[config.mk]
export PLATFORM = sky130hd
export DESIGN_NAME = m_stage_merge
export DESIGN_NICKNAME = d
export VERILOG_FILES = /design/src/rtl/m_stage_merge_pkg.sv /design/src/rtl/m_stage_merge_rr_arb2.sv /design/src/rtl/m_stage_merge.sv
export SDC_FILE = /design/constraint.sdc
export NUM_CORES = 1
export LEC_CHECK = 0
export ABC_AREA = 1
export CAP_MARGIN = 20
export CORE_MARGIN = 5
export CORE_UTILIZATION = 30
export DETAILED_ROUTE_END_ITERATION = 10
export PLACE_DENSITY = 0.74
export SLEW_MARGIN = 20
export SYNTH_ARGS = -nofsm -noshare
export SYNTH_HDL_FRONTEND = slang
export SYNTH_SLANG_ARGS = --single-unit
[constraint.sdc]
create_clock -name CP -period 1.8 [get_ports CP]
set_clock_uncertainty 0.1 [all_clocks]
set_input_delay 0.36 -clock CP [delete_from_list [all_inputs] [get_ports CP]]
set_output_delay 0.36 -clock CP [all_outputs]
set_load 0.05 [all_outputs]
[src/rtl/m_stage_merge_pkg.sv]
// m_stage_merge_pkg: shared width, FSM encodings and round-robin constants for the merge stage
package m_stage_merge_pkg;
  localparam int PKT_W = 38;
  // Encodings keep every legal transition from passing through a state that decodes to a handshake output
  typedef enum logic [1:0] {I_IDLE = 2'b00, I_REL_A = 2'b01, I_REL_B = 2'b10} in_state_t;
  typedef enum logic [1:0] {O_IDLE = 2'b00, O_REQ = 2'b01, O_REL = 2'b10} out_state_t;
  localparam logic LAST_A = 1'b0;
  localparam logic LAST_B = 1'b1;
endpackage

[src/rtl/m_stage_merge_rr_arb2.sv]
// rr_arb2: combinational 2-way round-robin grant; a tie goes to the channel not served last
module rr_arb2 (
  input  logic req_a,
  input  logic req_b,
  input  logic last,
  output logic gnt_a,
  output logic gnt_b
);
  assign gnt_a = req_a & (~req_b | last);
  assign gnt_b = req_b & (~req_a | ~last);
endmodule

[src/rtl/m_stage_merge.sv]
// m_stage_merge: merges 4-phase channels a and b into one output through a one-entry packet latch
module m_stage_merge
  import m_stage_merge_pkg::*;
(
  input  logic             CP,
  input  logic             MR,
  input  logic             Send_in_a,
  input  logic [PKT_W-1:0] PACKET_IN_a,
  output logic             Ack_out_a,
  input  logic             Send_in_b,
  input  logic [PKT_W-1:0] PACKET_IN_b,
  output logic             Ack_out_b,
  output logic             Send_out,
  input  logic             Ack_in,
  output logic [PKT_W-1:0] PACKET_OUT
);
  in_state_t        is, is_n;
  out_state_t       os, os_n;
  logic [PKT_W-1:0] dl;
  logic             full, last;
  logic             req_a, req_b, gnt_a, gnt_b, cap, drain;
  assign req_a = Send_in_a & ~full & (is == I_IDLE);
  assign req_b = Send_in_b & ~full & (is == I_IDLE);
  assign cap   = gnt_a | gnt_b;
  assign drain = (os == O_REQ) & Ack_in;
  rr_arb2 u_arb (
    .req_a(req_a),
    .req_b(req_b),
    .last (last),
    .gnt_a(gnt_a),
    .gnt_b(gnt_b)
  );
  always_ff @(posedge CP or posedge MR)
    if (MR) begin
      is <= I_IDLE;
      os <= O_IDLE;
    end else begin
      is <= is_n;
      os <= os_n;
    end
  always_comb begin
    is_n = is == I_IDLE  ? (gnt_a ? I_REL_A : gnt_b ? I_REL_B : I_IDLE) :
           is == I_REL_A ? (Send_in_a ? I_REL_A : I_IDLE) :
           is == I_REL_B ? (Send_in_b ? I_REL_B : I_IDLE) : I_IDLE;
    os_n = os == O_IDLE ? (full ? O_REQ : O_IDLE) :
           os == O_REQ  ? (Ack_in ? O_REL : O_REQ) :
                          (Ack_in ? O_REL : O_IDLE);
  end
  always_comb begin
    Ack_out_a  = is == I_REL_A;
    Ack_out_b  = is == I_REL_B;
    Send_out   = os == O_REQ;
    PACKET_OUT = dl;
  end
  // Capture needs full==0 and drain needs full==1, so the two never collide on one edge
  always_ff @(posedge CP or posedge MR)
    if (MR) begin
      dl   <= '0;
      full <= 1'b0;
      last <= LAST_B;
    end else if (cap) begin
      dl   <= gnt_a ? PACKET_IN_a : PACKET_IN_b;
      full <= 1'b1;
      last <= gnt_b;
    end else if (drain) begin
      full <= 1'b0;
    end
endmodule

Yosys cells after proc, flatten, opt, wreduce, memory -nomap -nowiden
Cells that the tools add are included.
{ "word_totals": {"ff_bits": 44, "in_bits": 81, "output_inout_bits": 41, "word_cells": 40} }
{ "classes": {"n_eq_ne": 3, "n_mux": 15, "bitwise_logic": 14, "reduce_logical": 3} }
{ "op_table": {"columns": ["op", "n"], "rows": [
  ["$mux 38", 1],
  ["$mux 2", 10],
  ["$and 1x1->1", 7],
  ["$eq 2x1->1 const B", 2],
  ["$logic_not 2->1", 2],
  ["$mux 1", 4],
  ["$not 1->1", 4],
  ["$or 1x1->1", 3],
  ["$eq 2x2->1 const B", 1],
  ["$reduce_bool 2->1", 1]
]} }

Logic depth before layout (Yosys ltp)
Gate-level depths: netlist of run 1.
{ "logic_depth": {"depth_word": 9, "depth_mapped": 8, "mapped_depth_nobuf": 6} }

By module
A second synthesis of run 1 with hierarchy kept.
{ "unflattened": {"hier_cells": 247, "hier_area_um2": 2008.2} }
{ "by_module_without_submodules": {"columns": ["mod", "n_inst", "cells_per_inst", "area_each_um2", "seq_area_each_um2"], "rows": [
  ["m_stage_merge", 1, 243, 1980.6, 1102.3],
  ["rr_arb2", 1, 4, 27.5, 0.0]
]} }

Least setup slack after synthesis of run 1
OpenSTA, ideal clock, no wires.
{ "synth_path": {"path_type": "flip-flop to output port", "start": "register is[0]", "end": "output port Ack_out_a", "arrival_ns": 1.124, "required_time_ns": 1.340, "path_slack_ns": 0.216, "path_stages_with_launch": 3, "path_buffers": 0, "path_cell_list": "dfrtp_1 -> inv_1 -> nor2_1"} }
{ "synth_between": {"elab_chain_cells": 1} }
{ "synth_rtl": {"columns": ["element", "line", "text"], "rows": [
  ["start: declaration", "m_stage_merge.sv:17", "in_state_t is, is_n;"],
  ["start signal: assignment", "m_stage_merge.sv:38", "is <= is_n;"],
  ["$eq 2x1->1", "m_stage_merge.sv:50", "Ack_out_a = is == I_REL_A;"],
  ["end: declaration", "m_stage_merge.sv:9", "output logic Ack_out_a,"]
]} }
Every way passes these cells.

Final worst setup path of run 1
Same ends and word-level chain as after synthesis.

==> results.sh, run 1 <==
export IMPL_ctsRootBufferMaster="clkbuf_8"
export IMPL_status="finished clean"
export IMPL_grt_pass1_wl_um=11400
export IMPL_syn_to_final_growth_pct=56.6
export IMPL_chipHeight_um=101
export IMPL_std_cell_rows=33
export IMPL_routed_wl_um=6970
export IMPL_hp_class="in2async"
export IMPL_hpwlAfterDp_um=5190
export IMPL_drcViolationCount=0
export IMPL_maxCapViolations=0
export IMPL_ys_seq_elements=44
export IMPL_postCtsSetupRepairBufs=0
export IMPL_required_ns=1.34
export IMPL_clock_sinks=44
export IMPL_p_leak_nw=2.14
export IMPL_cp_start_kind="flop"
export IMPL_yosys_warnings=0
export IMPL_portBuffers=121
export IMPL_diodes=0
export IMPL_grtUsageTotal_pct=13.7
export IMPL_grt_max_degree=45
export IMPL_vdd_drop_max_mv=0.900
export IMPL_synthCells=363
export IMPL_slowest_stage="dfrtp_1"
export IMPL_syn_nets=444
export IMPL_tightest_slew_ns=0.293
export IMPL_drive_gt1_share_pct=13.2
export IMPL_finalCriticalPeriod_ns=1.67
export IMPL_die_area_um2=10100
export IMPL_power_mw=6.72
export IMPL_grt_pass1_vias=2465
export IMPL_reg2reg_slack_ns=0.39
export IMPL_core_um2=8130
export IMPL_path_cells="inv_1 > nor2_1 > buf_12"
export IMPL_clk_pin_slew_ns=0.08
export IMPL_cp_num_buf_inv=2
export IMPL_dr_first_iter_drc_count=79
export IMPL_drv_slew=0
export IMPL_dr_total_vias=2550
export IMPL_arrival_ns=1.21
export IMPL_die_w_um=101
export IMPL_wl_per_cell_um=11.9
export IMPL_synthDistinctLibCells=14
export IMPL_drt_antenna_violating_nets=0
export IMPL_avgSynthCellArea_um2=6.80
export IMPL_gp_routability_congestion=0.737
export IMPL_setup_tns_ns=0
export IMPL_pin_count=122
export IMPL_grt_overflow=0
export IMPL_crit_path_end_kind="output port"
export IMPL_fin_hold_ws_ns=0.303
export IMPL_holdBufCountCts=0
export IMPL_cts_buffers_inserted=5
export IMPL_r2r_end="PACKET_OUT[29]$_DFFE_PP0P_"
export IMPL_pre_cts_ws_ns=-0.0121
export IMPL_worst_slack_ns=0.126
export IMPL_slowest_delay_ns=0.42
export IMPL_final_nets=560
export IMPL_syn_area_um2=2470
export IMPL_rsz0062_at_grt="false"
export IMPL_clk_path_buf_depth=2
export IMPL_reg2reg_depth=7
export IMPL_h_tree_depth=2
export IMPL_clock_latency_ns=0.29
export IMPL_relSlewSlack_pct=80.4
export IMPL_crit_family="flip-flops"
export IMPL_cts_repair_resized=0
export IMPL_fmax_mhz=597
export IMPL_viasPerCell=4.37
export IMPL_antenna_found_initial=0
export IMPL_final_util_pct=47.5
export IMPL_path_max_fanout=3
export IMPL_initial_core_util_pct=30.3
export IMPL_finalSetupViolations=0
export IMPL_seq_area_frac_synth_pct=44.7
export IMPL_cts_tree="done"
export IMPL_r2r_start="full$_DFFE_PP0P_"
export IMPL_finalCritPeriodShare_pct=93.0
export IMPL_power_density_nw_per_um2=1740
export IMPL_crit_type="reg2out"
export IMPL_hold_violations=0
export IMPL_n_fill_cell=788
export IMPL_first_pass_iters=4
[layout by cell type, fill, tap and decap left out, drive strengths merged]
cell / instances
clkdlybuf4s50: 80
clkbuf: 6
nand3: 80
nand2: 48
o21ai: 3
dfrtp: 43
clkinv: 1
inv: 85
buf: 49
dfstp: 1
nor2: 83
[layer usage]
layer	wire, um	up-vias	share of wire (%)	global-route usage (%)
li1	-	1300	-	-
met1	2910	1162	42	16.7
met2	3460	82	50	23.9
met3	552	6	7.9	3.88
met4	47	0	0.67	3.21
met5	0	-	0	0
[worst max-delay path by stage]
stage	start	to	slack (ns)	cells past startpoint
5_1_grt	is[0]$_DFF_PP0_	Ack_out_a	0.05	3
2_1_floorplan	is[0]$_DFF_PP0_	Ack_out_a	0.22	2
3_3_place_gp	Send_in_a	PACKET_OUT[2]$_DFFE_PP0P_	0.05	7
4_1_cts	is[1]$_DFF_PP0_	Ack_out_b	0.11	3
3_5_place_dp	Send_in_a	PACKET_OUT[29]$_DFFE_PP0P_	-0.01	7
6_report	is[0]$_DFF_PP0_	Ack_out_a	0.13	3
[per-stage QoR]
| step | area (um^2) | instances |
|---|---|---|
| finish | 3860 | 584 |
| global route | 3860 | 584 |
| CTS | 3860 | 584 |
| detailed placement | 3790 | 577 |
| global placement | 3790 | 577 |
| floorplan | 2470 | 363 |
[area by class of cell]
class	count	area, um^2	area share, %
well taps	105	131	3.40
flip-flops and latches	44	1100	28.5
inverters	85	319	8.26
multi-input cells	214	940	24.3
repair buffers	129	1290	33.5
clock inverters	1	5.00	0.130
clock buffers	6	72.6	1.88
[cells by family after synthesis]
| logic type | Yosys count | share of synthesized area, % |
|---|---|---|
| simple gates | 211 | 37.2 |
| buf+inv | 105 | 17.5 |
| flops | 44 | 44.7 |
| compound gates | 3 | 0.608 |
[cells in the mapped netlist]
cell      instances  area [um^2]
buf_2             7         35.0
buf_4             2         15.0
buf_6             3         33.8
clkbuf_1          8         30.0
dfrtp_1          43         1080
dfstp_2           1         26.3
inv_1            85          319
nand2_1          48          180
nand3_1          77          385
nand3_2           3         30.0
nor2_1           81          304
nor2_2            1         6.26
nor2_4            1         11.3
o21ai_0           3         15.0
[power by group]
group / internal, mW / leakage (nW) / switching [mW]
Sequential: 1.48 / 0.486 / 0.288
Clock: 0.264 / 0.0410 / 0.320
Combinational: 1.48 / 1.61 / 2.88
Total: 3.23 / 2.14 / 3.49
[tightest hold or removal path, delay by kind of cell]
kind | cells | cell delay, ns
buffers and inverters | 3 | 0.70
[flip-flops by register name (all words and copies together) (netlist names)]
name,cells
os,2
full,1
is,2
last,1
PACKET_OUT,38
Note: power is estimated with default switching activity, not from simulation.
==> run 2: changes to the inputs <==
--- a/config.mk
+++ b/config.mk
@@ -7,10 +7,12 @@
 export LEC_CHECK = 0
 export ABC_AREA = 1
 export CAP_MARGIN = 20
-export CORE_MARGIN = 5
+export CORE_MARGIN = 2
 export CORE_UTILIZATION = 30
 export DETAILED_ROUTE_END_ITERATION = 10
-export PLACE_DENSITY = 0.74
+export DONT_BUFFER_PORTS = 1
+export PLACE_DENSITY = 0.55
+export SETUP_SLACK_MARGIN = 0.5
 export SLEW_MARGIN = 20
 export SYNTH_ARGS = -nofsm -noshare
 export SYNTH_HDL_FRONTEND = slang
==> run 2 against run 1 <==
- critical path depth stayed put
- die area is 12% lower
- flip-flop and latch count stayed put
- core utilization is 7.8 points lower
- clock-buffer cell count is 1 higher
- maximum frequency is 9.4% higher
- critical path type unchanged
- highest routed layer unchanged
==> results.sh, run 2 (synthesized netlist as in run 1, its figures left out) <==
export IMPL_status="finished clean"
export IMPL_drcViolationCount=0
export IMPL_r2r_end="PACKET_OUT[35]$_DFFE_PP0P_"
export IMPL_arrival_ns=1.07
export IMPL_maxCapViolations=0
export IMPL_rsz0062_at_grt="true"
export IMPL_viasPerCell=4.56
export IMPL_first_pass_iters=4
export IMPL_clk_pin_slew_ns=0.09
export IMPL_cp_start_kind="flop"
export IMPL_crit_type="reg2out"
export IMPL_std_cell_rows=33
export IMPL_vdd_drop_max_mv=0.738
export IMPL_tightest_slew_ns=0.566
export IMPL_portBuffers=0
export IMPL_final_cell_mix="79 x inv_1, 78 x nor2_1, 77 x nand3_1"
export IMPL_diodes=0
export IMPL_initial_core_util_pct=30.5
export IMPL_die_area_um2=8970
export IMPL_required_ns=1.34
export IMPL_hp_class="in2reg"
export IMPL_syn_to_final_growth_pct=30.1
export IMPL_path_max_fanout=3
export IMPL_power_density_nw_per_um2=2130
export IMPL_dr_total_vias=2217
export IMPL_drt_antenna_violating_nets=0
export IMPL_reg2reg_depth=7
export IMPL_clock_sinks=44
export IMPL_pin_count=122
export IMPL_grt_max_degree=35
export IMPL_finalCritPeriodShare_pct=85.0
export IMPL_setup_tns_ns=0
export IMPL_drv_slew=0
export IMPL_largest_reg_flops=38
export IMPL_cts_buffers_inserted=5
export IMPL_finalSetupViolations=0
export IMPL_chipHeight_um=94.7
export IMPL_layout_commonest_cell="inv_1"
export IMPL_instances_no_fill=486
export IMPL_gp_routability_congestion=0.697
export IMPL_cp_startpoint="is[1]$_DFF_PP0_"
export IMPL_core_um2=8090
export IMPL_grt_pass1_vias=2137
export IMPL_ctsRootBufferMaster="clkbuf_8"
export IMPL_antenna_found_initial=0
export IMPL_crit_path_end_kind="output port"
export IMPL_grt_overflow=0
export IMPL_wl_per_cell_um=14.7
export IMPL_routed_wl_um=7120
export IMPL_power_mw=6.84
export IMPL_die_w_um=94.7
export IMPL_h_tree_depth=2
export IMPL_final_nets=461
export IMPL_hpwlAfterDp_um=4190
export IMPL_hold_violations=0
export IMPL_grt_pass1_wl_um=10700
export IMPL_r2r_start="is[0]$_DFF_PP0_"
export IMPL_fmax_mhz=654
export IMPL_dr_first_iter_drc_count=93
export IMPL_drive_gt1_share_pct=24.9
export IMPL_reg2reg_slack_ns=0.29
export IMPL_cts_tree="done"
export IMPL_placedCellCount=458
export IMPL_p_leak_nw=1.77
export IMPL_relSlewSlack_pct=62.1
export IMPL_clock_latency_ns=0.30
export IMPL_grtUsageTotal_pct=15.6
export IMPL_cp_endpoint="Ack_out_b"
export IMPL_clk_path_buf_depth=2
export IMPL_finalCriticalPeriod_ns=1.53
==> run 2: what timing repair did <==
item                                    in CTS  in global routing
setup buffers                               11                  1
resized for setup                           65                  8
gates cloned                                 5                  2
endpoints found under the hold margin       21                  0
hold buffers                                 1                  0
pin swaps                                    4                  1
endpoints found under the setup margin      82                 84
==> run 2: stage by stage <==
stage	area [um^2]	hold WS, ns	utilization [%]	setup slack, ns
2_1_floorplan	2490	0.264	-	0.433
3_3_place_gp	2630	0.208	32.5	0.344
3_5_place_dp	2630	0.212	32.5	0.302
4_1_cts	3150	0.0557	38.9	0.264
5_1_grt	3210	0.0503	39.7	0.191
6_report	3210	0.0643	39.7	0.270
==> run 2: worst min path at each step <==
stage,cells after the start,slack [ns],startpoint,to
floorplan,1,0.26,MR,PACKET_OUT[0]$_DFFE_PP0P_
global placement,1,0.21,MR,PACKET_OUT[37]$_DFFE_PP0P_
detailed placement,1,0.21,MR,PACKET_OUT[37]$_DFFE_PP0P_
CTS,1,0.06,Ack_in,os[0]$_DFF_PP0_
global route,1,0.05,Ack_in,os[0]$_DFF_PP0_
finish,1,0.06,Ack_in,os[0]$_DFF_PP0_
==> run 2: worst max-delay path, stage by stage, from the launching register on <==
cell and delay, ns:
dfrtp_1 0.42, inv_2 0.07, nor2_2 0.12, buf_6 0.17
==> run 2: area by class of cell <==
| cell class | count | area, um^2 |
|---|---|---|
| multi-input cells | 214 | 980 |
| repair buffers | 29 | 489 |
| repair inverters | 1 | 5.00 |
| well taps | 105 | 131 |
| clock buffers | 7 | 96.3 |
| inverters | 85 | 327 |
| fillers | 853 | 4880 |
| clock inverters | 1 | 30.0 |
| flip-flops and latches | 44 | 1150 |
==> run 2: routing by layer <==
layer,vias up,GRT usage [%],share of wire (%),wire length [um]
met5,-,0,0,0
met4,0,3.26,0.62,44
met3,5,4.23,6.4,453
met2,69,27.8,50,3580
met1,1031,18.6,43,3050
li1,1112,-,-,-
==> run 2: power breakdown <==
group | internal (mW) | switching [mW]
Clock | 0.491 | 0.361
Combinational | 1.20 | 1.45
Sequential | 1.55 | 1.79
Total | 3.24 | 3.60
==> run 3: changes to the inputs <==
--- a/config.mk
+++ b/config.mk
@@ -9,10 +9,11 @@
 export CAP_MARGIN = 20
 export CORE_MARGIN = 2
 export CORE_UTILIZATION = 30
+export CTS_CLUSTER_SIZE = 10
 export DETAILED_ROUTE_END_ITERATION = 10
 export DONT_BUFFER_PORTS = 1
 export PLACE_DENSITY = 0.55
-export SETUP_SLACK_MARGIN = 0.5
+export SETUP_SLACK_MARGIN = 0.3
 export SLEW_MARGIN = 20
 export SYNTH_ARGS = -nofsm -noshare
 export SYNTH_HDL_FRONTEND = slang
==> run 3 against run 2 <==
- first-iteration DRC count is 35% lower
- sequential share of layout area increased by 3.1 points
- critical path type unchanged
- wire length decreased by 7.0%
- critical path depth is the same
- largest cell class unchanged
- final cell count down 2.7%
- global-route usage fell by 1.4 points
- flip-flop and latch count stayed put
- register-to-register slack better by 0.03 ns
- maximum frequency rose by 2.4%
==> results.sh, run 3 (synthesized netlist as in run 1, its figures left out) <==
export IMPL_status="finished clean"
export IMPL_crit_cells=3
export IMPL_die_area_um2=8970
export IMPL_routed_wl_um=6620
export IMPL_slowest_delay_ns=0.39
export IMPL_crit_path_end_kind="output port"
export IMPL_largest_reg_flops=38
export IMPL_hold_violations=0
export IMPL_pin_count=122
export IMPL_cts_tree="done"
export IMPL_clock_latency_ns=0.30
export IMPL_chipHeight_um=94.7
export IMPL_path_max_fanout=3
export IMPL_arrival_ns=1.03
export IMPL_worstHoldStart="Ack_in"
export IMPL_grt_max_degree=54
export IMPL_portBuffers=0
export IMPL_maxCapViolations=0
export IMPL_crit_family="flip-flops"
export IMPL_grtUsageTotal_pct=14.2
export IMPL_tightest_slew_ns=0.506
export IMPL_slowest_stage="dfrtp_1"
export IMPL_initial_core_util_pct=30.5
export IMPL_power_density_nw_per_um2=2140
export IMPL_cp_start_kind="flop"
export IMPL_syn_to_final_growth_pct=14.6
export IMPL_worstHoldPathCells=1
export IMPL_required_ns=1.34
export IMPL_diodes=0
export IMPL_gp_routability_congestion=0.763
export IMPL_dr_total_vias=2145
export IMPL_clock_sinks=44
export IMPL_rsz0062_at_grt="true"
export IMPL_worst_slack_ns=0.305
export IMPL_final_nets=448
export IMPL_finalSetupViolations=0
export IMPL_finalCriticalPeriod_ns=1.49
export IMPL_wl_per_cell_um=14.0
export IMPL_drv_slew=0
export IMPL_cts_buffers_inserted=5
export IMPL_final_cell_mix="83 x inv_1, 78 x nor2_1, 77 x nand3_1"
export IMPL_first_pass_iters=4
export IMPL_clk_pin_slew_ns=0.09
export IMPL_drive_gt1_share_pct=9.51
export IMPL_hp_class="in2reg"
export IMPL_r2r_start="is[1]$_DFF_PP0_"
export IMPL_vdd_drop_max_mv=0.682
export IMPL_relSlewSlack_pct=66.3
export IMPL_layout_commonest_cell="inv_1"
export IMPL_grt_pass1_wl_um=9910
export IMPL_pre_cts_ws_ns=0.385
export IMPL_std_cell_rows=33
export IMPL_finalCritPeriodShare_pct=83.0
export IMPL_crit_type="reg2out"
export IMPL_clk_path_buf_depth=2
export IMPL_antenna_found_initial=0
export IMPL_h_tree_depth=2
export IMPL_viasPerCell=4.53
export IMPL_drcViolationCount=0
export IMPL_path_cells="inv_1 > nor2_2 > buf_6"
export IMPL_cp_startpoint="is[1]$_DFF_PP0_"
export IMPL_cp_num_buf_inv=2
export IMPL_die_w_um=94.7
export IMPL_grt_pass1_vias=2058
export IMPL_setup_tns_ns=0
export IMPL_core_um2=8090
export IMPL_fmax_mhz=669
export IMPL_ctsRootBufferMaster="clkbuf_8"
export IMPL_drt_antenna_violating_nets=0
export IMPL_grt_overflow=0
export IMPL_hpwlAfterDp_um=4210
export IMPL_reg2reg_depth=7
export IMPL_dr_first_iter_drc_count=60
export IMPL_p_leak_nw=1.67
-- run 3: worst paths after layout --
check                                             endpoint  slack [ns]
worst max-delay path                             Ack_out_b        0.31
worst min-delay path                       os[0]$_DFF_PP0_        0.08
worst max register to register  PACKET_OUT[24]$_DFFE_PP0P_        0.32
worst min register to register            last$_DFFE_PP1P_        0.43
max in group asynchronous                 last$_DFFE_PP1P_        0.85
min in group asynchronous       PACKET_OUT[20]$_DFFE_PP0P_        0.43
-- run 3: metal layers --
| layer | track usage, % | part of all wire (%) |
|---|---|---|
| met1 | 16.8 | 45 |
| met4 | 3.62 | 0.97 |
| met5 | 0 | 0 |
| met2 | 24.8 | 47 |
| met3 | 4.55 | 7.5 |
-- run 3: worst register-to-register path, delay by kind of cell, from the launching register on --
kind | cells | cell delay [ns]
flip-flops | 1 | 0.41
AND/OR/NAND/NOR | 5 | 0.54
buffers and inverters | 2 | 0.39
-- run 3: timing repair --
item,4_1_cts,5_1_grt
pin swaps,0,1
buffers inserted,1,3
cloned,0,1
endpoints found under the setup margin,3,41
hold buffers,1,0
endpoints found under the hold margin,43,0
gates resized for setup,3,11
-- run 3: per-stage QoR --
step	utilization, %	cells	hold slack (ns)	instance area, um^2	power [mW]
floorplan	-	363	0.368	2470	4.72
global placement	32.3	459	0.210	2610	5.14
detailed placement	32.3	459	0.213	2610	5.23
CTS	33.8	469	0.0678	2730	5.96
global route	34.9	473	0.0737	2830	6.52
finish	34.9	473	0.0750	2830	6.04
-- run 3: where the power goes --
group	total, mW	internal (mW)	switching [mW]
clock network	0.681	0.313	0.368
registers	3.23	1.45	1.78
logic	2.13	0.819	1.31
total	6.04	2.59	3.46
-- run 3: final cells by class --
cell class              count  area (um^2)
clock buffers               7         86.3
clock inverters             1         7.51
fillers                   874         5270
inverters                  85          323
multi-input cells         214          955
flip-flops and latches     44         1100
well taps                 105          131
repair buffers             17          221
